===== config.mk =====
export PLATFORM = sky130hd
export DESIGN_NAME = memc_deskew
export DESIGN_NICKNAME = d
export VERILOG_FILES = /design/src/rtl/memc_deskew.sv
export SDC_FILE = /design/constraint.sdc
export NUM_CORES = 1
export LEC_CHECK = 0
export CORE_ASPECT_RATIO = 0.9
export CORE_UTILIZATION = 33
export CTS_BUF_LIST = sky130_fd_sc_hd__clkbuf_16
export DETAILED_ROUTE_END_ITERATION = 16
export PLACE_DENSITY = 0.53
export SETUP_SLACK_MARGIN = 0.5
export SYNTH_ARGS = -nofsm -noshare
export SYNTH_HDL_FRONTEND = slang
export SYNTH_SLANG_ARGS = --single-unit

===== constraint.sdc =====
create_clock -name clk -period 1.97 [get_ports clk]
set_input_delay 0.394 -clock clk [delete_from_list [all_inputs] [get_ports clk]]
set_output_delay 0.394 -clock clk [all_outputs]
set_load 0.05 [all_outputs]

===== src/rtl/memc_deskew.sv =====
// Realigns the skewed result stream leaving the systolic array so that each
// result row appears on all lanes in one cycle, framed with valid/index/done.
module memc_deskew #(
  parameter int BITS_C = 24,
  parameter int DIM    = 8
) (
  input  logic                    clk,
  input  logic                    rst_n,
  input  logic                    start,
  input  logic                    en,
  input  logic [DIM*BITS_C-1:0]   Cin,
  output logic [DIM*BITS_C-1:0]   Cout,
  output logic                    row_valid,
  output logic [$clog2(DIM)-1:0]  row_idx,
  output logic                    done
);

  localparam int IW = $clog2(DIM);
  localparam int CW = $clog2(2*DIM+1);
  localparam logic [CW-1:0] FIRST = CW'(DIM-1);
  localparam logic [CW-1:0] LAST  = CW'(2*DIM-2);

  typedef enum logic [1:0] {IDLE, RUN, DONE} state_t;

  state_t           state_q, state_d;
  logic [CW-1:0]    cnt;
  logic             adv;
  logic [DIM*BITS_C-1:0] tap;

  // start always wins over en, so the Cin sampled with start never enters a line
  assign adv = (state_q == RUN) && en && !start;

  // Stage p0: per-lane shift lines, lane j delayed DIM-1-j en-cycles
  for (genvar j = 0; j < DIM; j++) begin : g_lane
    logic signed [BITS_C-1:0] din;
    assign din = Cin[j*BITS_C +: BITS_C];
    if (j == DIM-1) begin : g_direct
      assign tap[j*BITS_C +: BITS_C] = din;
    end else begin : g_line
      logic signed [BITS_C-1:0] line_p0 [DIM-1-j];
      always_ff @(posedge clk or negedge rst_n) begin
        if (!rst_n) begin
          for (int i = 0; i < DIM-1-j; i++) line_p0[i] <= '0;
        end else if (start) begin
          for (int i = 0; i < DIM-1-j; i++) line_p0[i] <= '0;
        end else if (adv) begin
          line_p0[0] <= din;
          for (int i = 1; i < DIM-1-j; i++) line_p0[i] <= line_p0[i-1];
        end
      end
      assign tap[j*BITS_C +: BITS_C] = line_p0[DIM-2-j];
    end
  end

  // Stage p1: common aligned output register
  always_ff @(posedge clk or negedge rst_n) begin
    if (!rst_n)     Cout <= '0;
    else if (start) Cout <= '0;
    else if (adv)   Cout <= tap;
  end

  always_ff @(posedge clk or negedge rst_n) begin
    if (!rst_n) state_q <= IDLE;
    else        state_q <= state_d;
  end

  always_comb begin
    state_d = state_q;
    if (start)
      state_d = RUN;
    else if (adv && cnt == LAST)
      state_d = DONE;
  end

  // Row framing follows the en-cycle count; rows emerge for counts FIRST..LAST
  always_ff @(posedge clk or negedge rst_n) begin
    if (!rst_n) begin
      cnt       <= '0;
      row_valid <= 1'b0;
      row_idx   <= '0;
      done      <= 1'b0;
    end else if (start) begin
      cnt       <= '0;
      row_valid <= 1'b0;
      row_idx   <= '0;
      done      <= 1'b0;
    end else begin
      row_valid <= 1'b0;
      if (adv) begin
        cnt <= cnt + CW'(1);
        if (cnt >= FIRST) begin
          row_valid <= 1'b1;
          row_idx   <= IW'(cnt - FIRST);
        end
        if (cnt == LAST) done <= 1'b1;
      end
    end
  end

endmodule


== Word-level counts from Yosys, hierarchy flattened ==
Index checks and enable logic that the tools add are counted.

* Bits in registers: 876
* Input bits: 196
* Output and inout bits: 197
* Logic and storage cells: 78

* Add/subtract/negate cells: 2
* Order comparisons: 1
* Eq/ne operators: 2
* Multiplexer cells: 29
* Reduce and logical (&&, ||, !) cells: 10

{| class="wikitable"
|+ Operators with widths
! kind !! number
|-
| $mux 192 || 2
|-
| $mux 168 || 2
|-
| $mux 144 || 2
|-
| $mux 120 || 2
|-
| $mux 96 || 2
|-
| $mux 72 || 2
|-
| $mux 48 || 2
|-
| $mux 24 || 2
|-
| $mux 5 || 2
|-
| $mux 3 || 3
|-
| $reduce_bool 2->1 || 4
|-
| $mux 1 || 6
|-
| $add 5x1->5 const B || 1
|-
| $eq 5x4->1 const B || 1
|-
| $ge 5x3->1 const B || 1
|-
| $mux 2 || 2
|-
| $reduce_and 2->1 || 2
|-
| $logic_and 1x1->1 || 3
|-
| $sub 3x3->3 const B || 1
|-
| $eq 2x1->1 const B || 1
|-
| $logic_not 1->1 || 1
|}

== Logic depth before layout (Yosys ltp) ==
* Depth in word-level cells: 6
* Depth in mapped cells: 7
* Gate-level depth less buffers: 5

== Least setup slack after synthesis ==
No wires, ideal clock.

* Path kind: register -> register
* Start: reg cnt[0]
* End: reg row_idx[0]
* Setup time: 125 ps
* Arrival time: 1332 ps
* Setup slack: 513 ps
* Stages on the path, launching flop included: 5
* Buffers on the path: 0
* Period minus slack after synthesis: 1457 ps
* Path through: dfrtp_1 > ha_1 > a2111oi_2 > nor3_2 > mux2_2

* Longest elaborated chain between the ends: 4
* Elaborated cells on any way between the ends: 7
* Classes of those cells: add/sub: 1; order compare: 1; mux: 3; reduce/logical: 2

{| class="wikitable"
|+ RTL lines
! item !! line !! text
|-
| from (decl) || 26 || <nowiki>logic [CW-1:0] cnt;</nowiki>
|-
| from (signal assigned) || 90 || <nowiki>cnt <= cnt + CW'(1);</nowiki>
|-
| $sub 3x3->3 || 93 || <nowiki>row_idx <= IW'(cnt - FIRST);</nowiki>
|-
| $mux 3 || 91 || <nowiki>if (cnt >= FIRST) begin</nowiki>
|-
| $mux 3 || 89 || <nowiki>if (adv) begin</nowiki>
|-
| $mux 3 || 82 || <nowiki>end else if (start) begin</nowiki>
|-
| to (signal assigned) || 93 ||
|-
| to (decl) || 14 || <nowiki>output logic [$clog2(DIM)-1:0] row_idx,</nowiki>
|}

Several ways; a longest one is shown, not always the timed one. The select of a mux whose other input is x is not followed.
A chain may end at the register's enable or synchronous reset.

== Worst setup path after layout ==
* Start: reg state_q[1]
* End: reg row_idx[0]

* Longest elaborated chain between the ends: 5

{| class="wikitable"
|+ RTL lines
! item !! line !! text
|-
| from (decl) || 25 || <nowiki>state_t state_q, state_d;</nowiki>
|-
| from (signal assigned) || 64 || <nowiki>else state_q <= state_d;</nowiki>
|-
| $eq 2x1->1 || 31 || <nowiki>assign adv = (state_q == RUN) && en && !start;</nowiki>
|-
| $logic_and 1x1->1 (2 in series) || 31 ||
|-
| $reduce_bool 2->1 (no line) || - ||
|-
| $reduce_and 2->1 (no line) || - ||
|}

No other way between the ends.

==> results.md <==
- Status: finished, final reports clean
- Area growth, synth to finish: 52.7%
- First-pass GRT wire length: 143000 microns
- Worst Skew: 0.0215 ns
- Count of cell types in the netlist: 28
- Detailed placement HPWL: 56500 microns
- Type of origin of the critical path: flop
- Die height: 309 microns
- Vias: 29100
- Synth Register Bits: 876
- Syn Nets: 4003
- Initial antenna violation count: 4
- Crit-path max FO: 6
- Final setup viols: 0
- Max-slew headroom: 0.576
- DP Worst Slack: -0.0539 ns
- CP required: 2.50 ns
- Worst slew pin tran: 0.636 ns
- Register area: 0.0219 sq mm
- Share of layout cells above drive strength 1: 0.308
- Crit end category: flop
- Core Util, Final: 0.509
- PortBufs: 392
- Worst Hold Class: primary input to flop
- Synth Area per Inst: 9.09 sq um
- Fmax: 582 MHz
- GRT Util Overall: 0.166
- Max_cap viols: 0
- DRC errors left: 0
- CTS tree: done
- FP Rows: 112
- Final #Nets: 4671
- Clk_lat worst skew: 0.66 ns
- Top cell type's share of synthesized area: 0.634
- Fillers: 9406
- Cells after synthesis: 3805
- Yosys top cell by area: dfrtp_1
- Largest net degree at the start of global routing: 104
- Grt ovf: 0
- Crit path time final: 1.72 ns
- Drt pass-1 iters: 5
- Static leakage: 24.1 nW
- Placer Congestion: 0.767
- Fin Hold WS: 0.151 ns
- Maximum vdd ir drop: 0.616 mV
- I/O pin total: 393
- Crit Path Category: flop to flop
- Crit share post-route: 0.873
- Final WS setup: 0.251 ns
- RSZ-0062 raised after global routing: true
- Core footprint: 0.104 sq mm
- Clock Tree Root: clkbuf_16
- Initial Utilization: 0.333
- Area of the multi-input gates: 0.0143 sq mm
- Clk buf depth: 3
- Yosys warnings: 0
- Vias/cell: 4.91
- CTS buffer count: 96
- DR WL/cell: 19.0 microns
- DRT antenna net count: 0
- DIE AREA: 0.106 sq mm
- Top cells by area, synth: dfrtp_1 (63%), nand2_1 (19%), a21oi_1 (13%), buf_2 (1.4%), clkbuf_1 (1.2%)
- Critical path data arrival time: 2.25 ns
- Hold Vio Cnt, Final: 0
- # clock sinks: 876
- N_diodes: 0
- Sequential area share after synthesis: 0.634
- Clock-pin slew on the worst setup and hold paths: 0.06 ns
- Synthesized area: 0.0346 sq mm
- Slew Limit Fails: 0
- Final wirelength: 112000 microns
- Vias in the first global route: 25900
- Htree depth: 3
- Pwr dens: 766 mW/mm^2
- Initial DRC count: 1910
- Die X: 343 microns
-- cells in the final DEF (no fill, tap or decap), types with 3 or more instances in the layout --
master / count
inv_1: 32
a21oi_2: 281
mux2_2: 3
buf_8: 24
buf_12: 91
nand2_4: 259
or3_4: 3
nor2b_1: 4
buf_6: 235
a21oi_1: 589
clkinv_1: 24
clkdlybuf4s50_1: 193
dfrtp_2: 8
inv_6: 3
bufinv_16: 5
nand2_2: 45
clkinv_2: 15
buf_4: 163
nor2_1: 3
clkbuf_16: 213
dfrtp_1: 868
buf_16: 39
nand2_1: 1427
-- Yosys cell counts (all sizes together) --
library cell	instances
nand4	2
nand2b	1
a211oi	1
a21oi	870
ha	2
clkbuf	113
nand3b	1
nand2	1731
nor3	2
a21o	1
and3b	1
nor2	4
nand3	1
xor2	1
mux2	3
a2111oi	1
or3	3
dfrtp	876
o21ai	2
nor2b	4
nor4	1
buf	179
inv	5
-- final cells by class --
| type | count | area share |
|---|---|---|
| flip-flops and latches | 876 | 0.415 |
| well taps | 1368 | 0.0324 |
| multi-input cells | 2632 | 0.270 |
| clock buffers | 97 | 0.0459 |
| inverters | 5 | 0.000355 |
| repair buffers | 862 | 0.227 |
| clock inverters | 79 | 0.00945 |
-- state kept, by name (all words and copies together), names as in the netlist --
| register | count |
|---|---|
| g_lane.g_line.line_p0 | 672 |
| Cout | 192 |
| cnt | 5 |
| row_idx | 3 |
| state_q | 2 |
| done | 1 |
| row_valid | 1 |
-- repair_timing --
action                                 in CTS  in global routing
resized for setup                         999               1052
endpoints found under the hold margin     133                  0
pin swaps                                   0                498
buffers inserted                           27                126
cloned                                      0                170
setup endpoints to repair                 996               1062
hold buffers                                1                  0
-- routing by layer --
metal / global-route usage / vias up / wire length (microns)
met5: 0 / - / 53
met4: 0.0399 / 8 / 2060
met3: 0.0382 / 135 / 5560
met2: 0.247 / 632 / 53100
met1: 0.242 / 14600 / 51500
li1: - / 13700 / -
-- path summary, 6_finish.rpt --
check	startpoint	depth (start not counted)	slack, ns	endpoint
max	state_q[1]	5	0.25	row_idx[0]
max reg2reg	state_q[1]	5	0.25	row_idx[0]
max in group asynchronous	rst_n	3	0.80	g_lane[2].g_line.line_p0[101]
min in group asynchronous	rst_n	2	0.26	Cout[106]
min	start	2	0.15	g_lane[1].g_line.line_p0[117]
min reg2reg	g_lane[2].g_line.line_p0[71]	2	0.51	g_lane[2].g_line.line_p0[47]
-- worst max-delay path: stages, from the launching register on --
cell	delay [ns]
dfrtp_1	0.39
nand3b_1	0.25
buf_4	0.20
clkbuf_16	0.17
nor3_4	0.24
mux2_2	0.36
-- kinds of logic (layout without fill, tap and decap cells) --
kind of cell,count (synthesis),count (layout),share of synthesized area
and+or+nand+nor,1751,1751,0.191
xor gates and xnor gates,1,1,0.000253
adders and majority gates,2,2,0.000723
muxes,3,3,0.000976
DFF,876,876,0.634
AOI/OAI and AO/OA,875,875,0.127
buffers and inverters,297,1043,0.0460
-- per-stage QoR --
step / TNS (ns) / instance area [sq um] / power (W) / std cells
floorplan: 0 / 34600 / 0.0203 / 3805
detailed placement: -1.66 / 40600 / 0.0219 / 5419
finish: 0 / 52800 / 0.0405 / 5919
global placement: -0.270 / 40600 / 0.0219 / 5419
CTS: 0 / 44000 / 0.0392 / 5623
global route: 0 / 52800 / 0.0420 / 5919
-- where the power goes --
part	internal (W)	switching (W)	total, W
Clock	0.00956	0.00746	0.0170
Sequential	0.0184	0.000275	0.0186
Combinational	0.00218	0.00262	0.00480
Power figures use the tool's default switching activity.
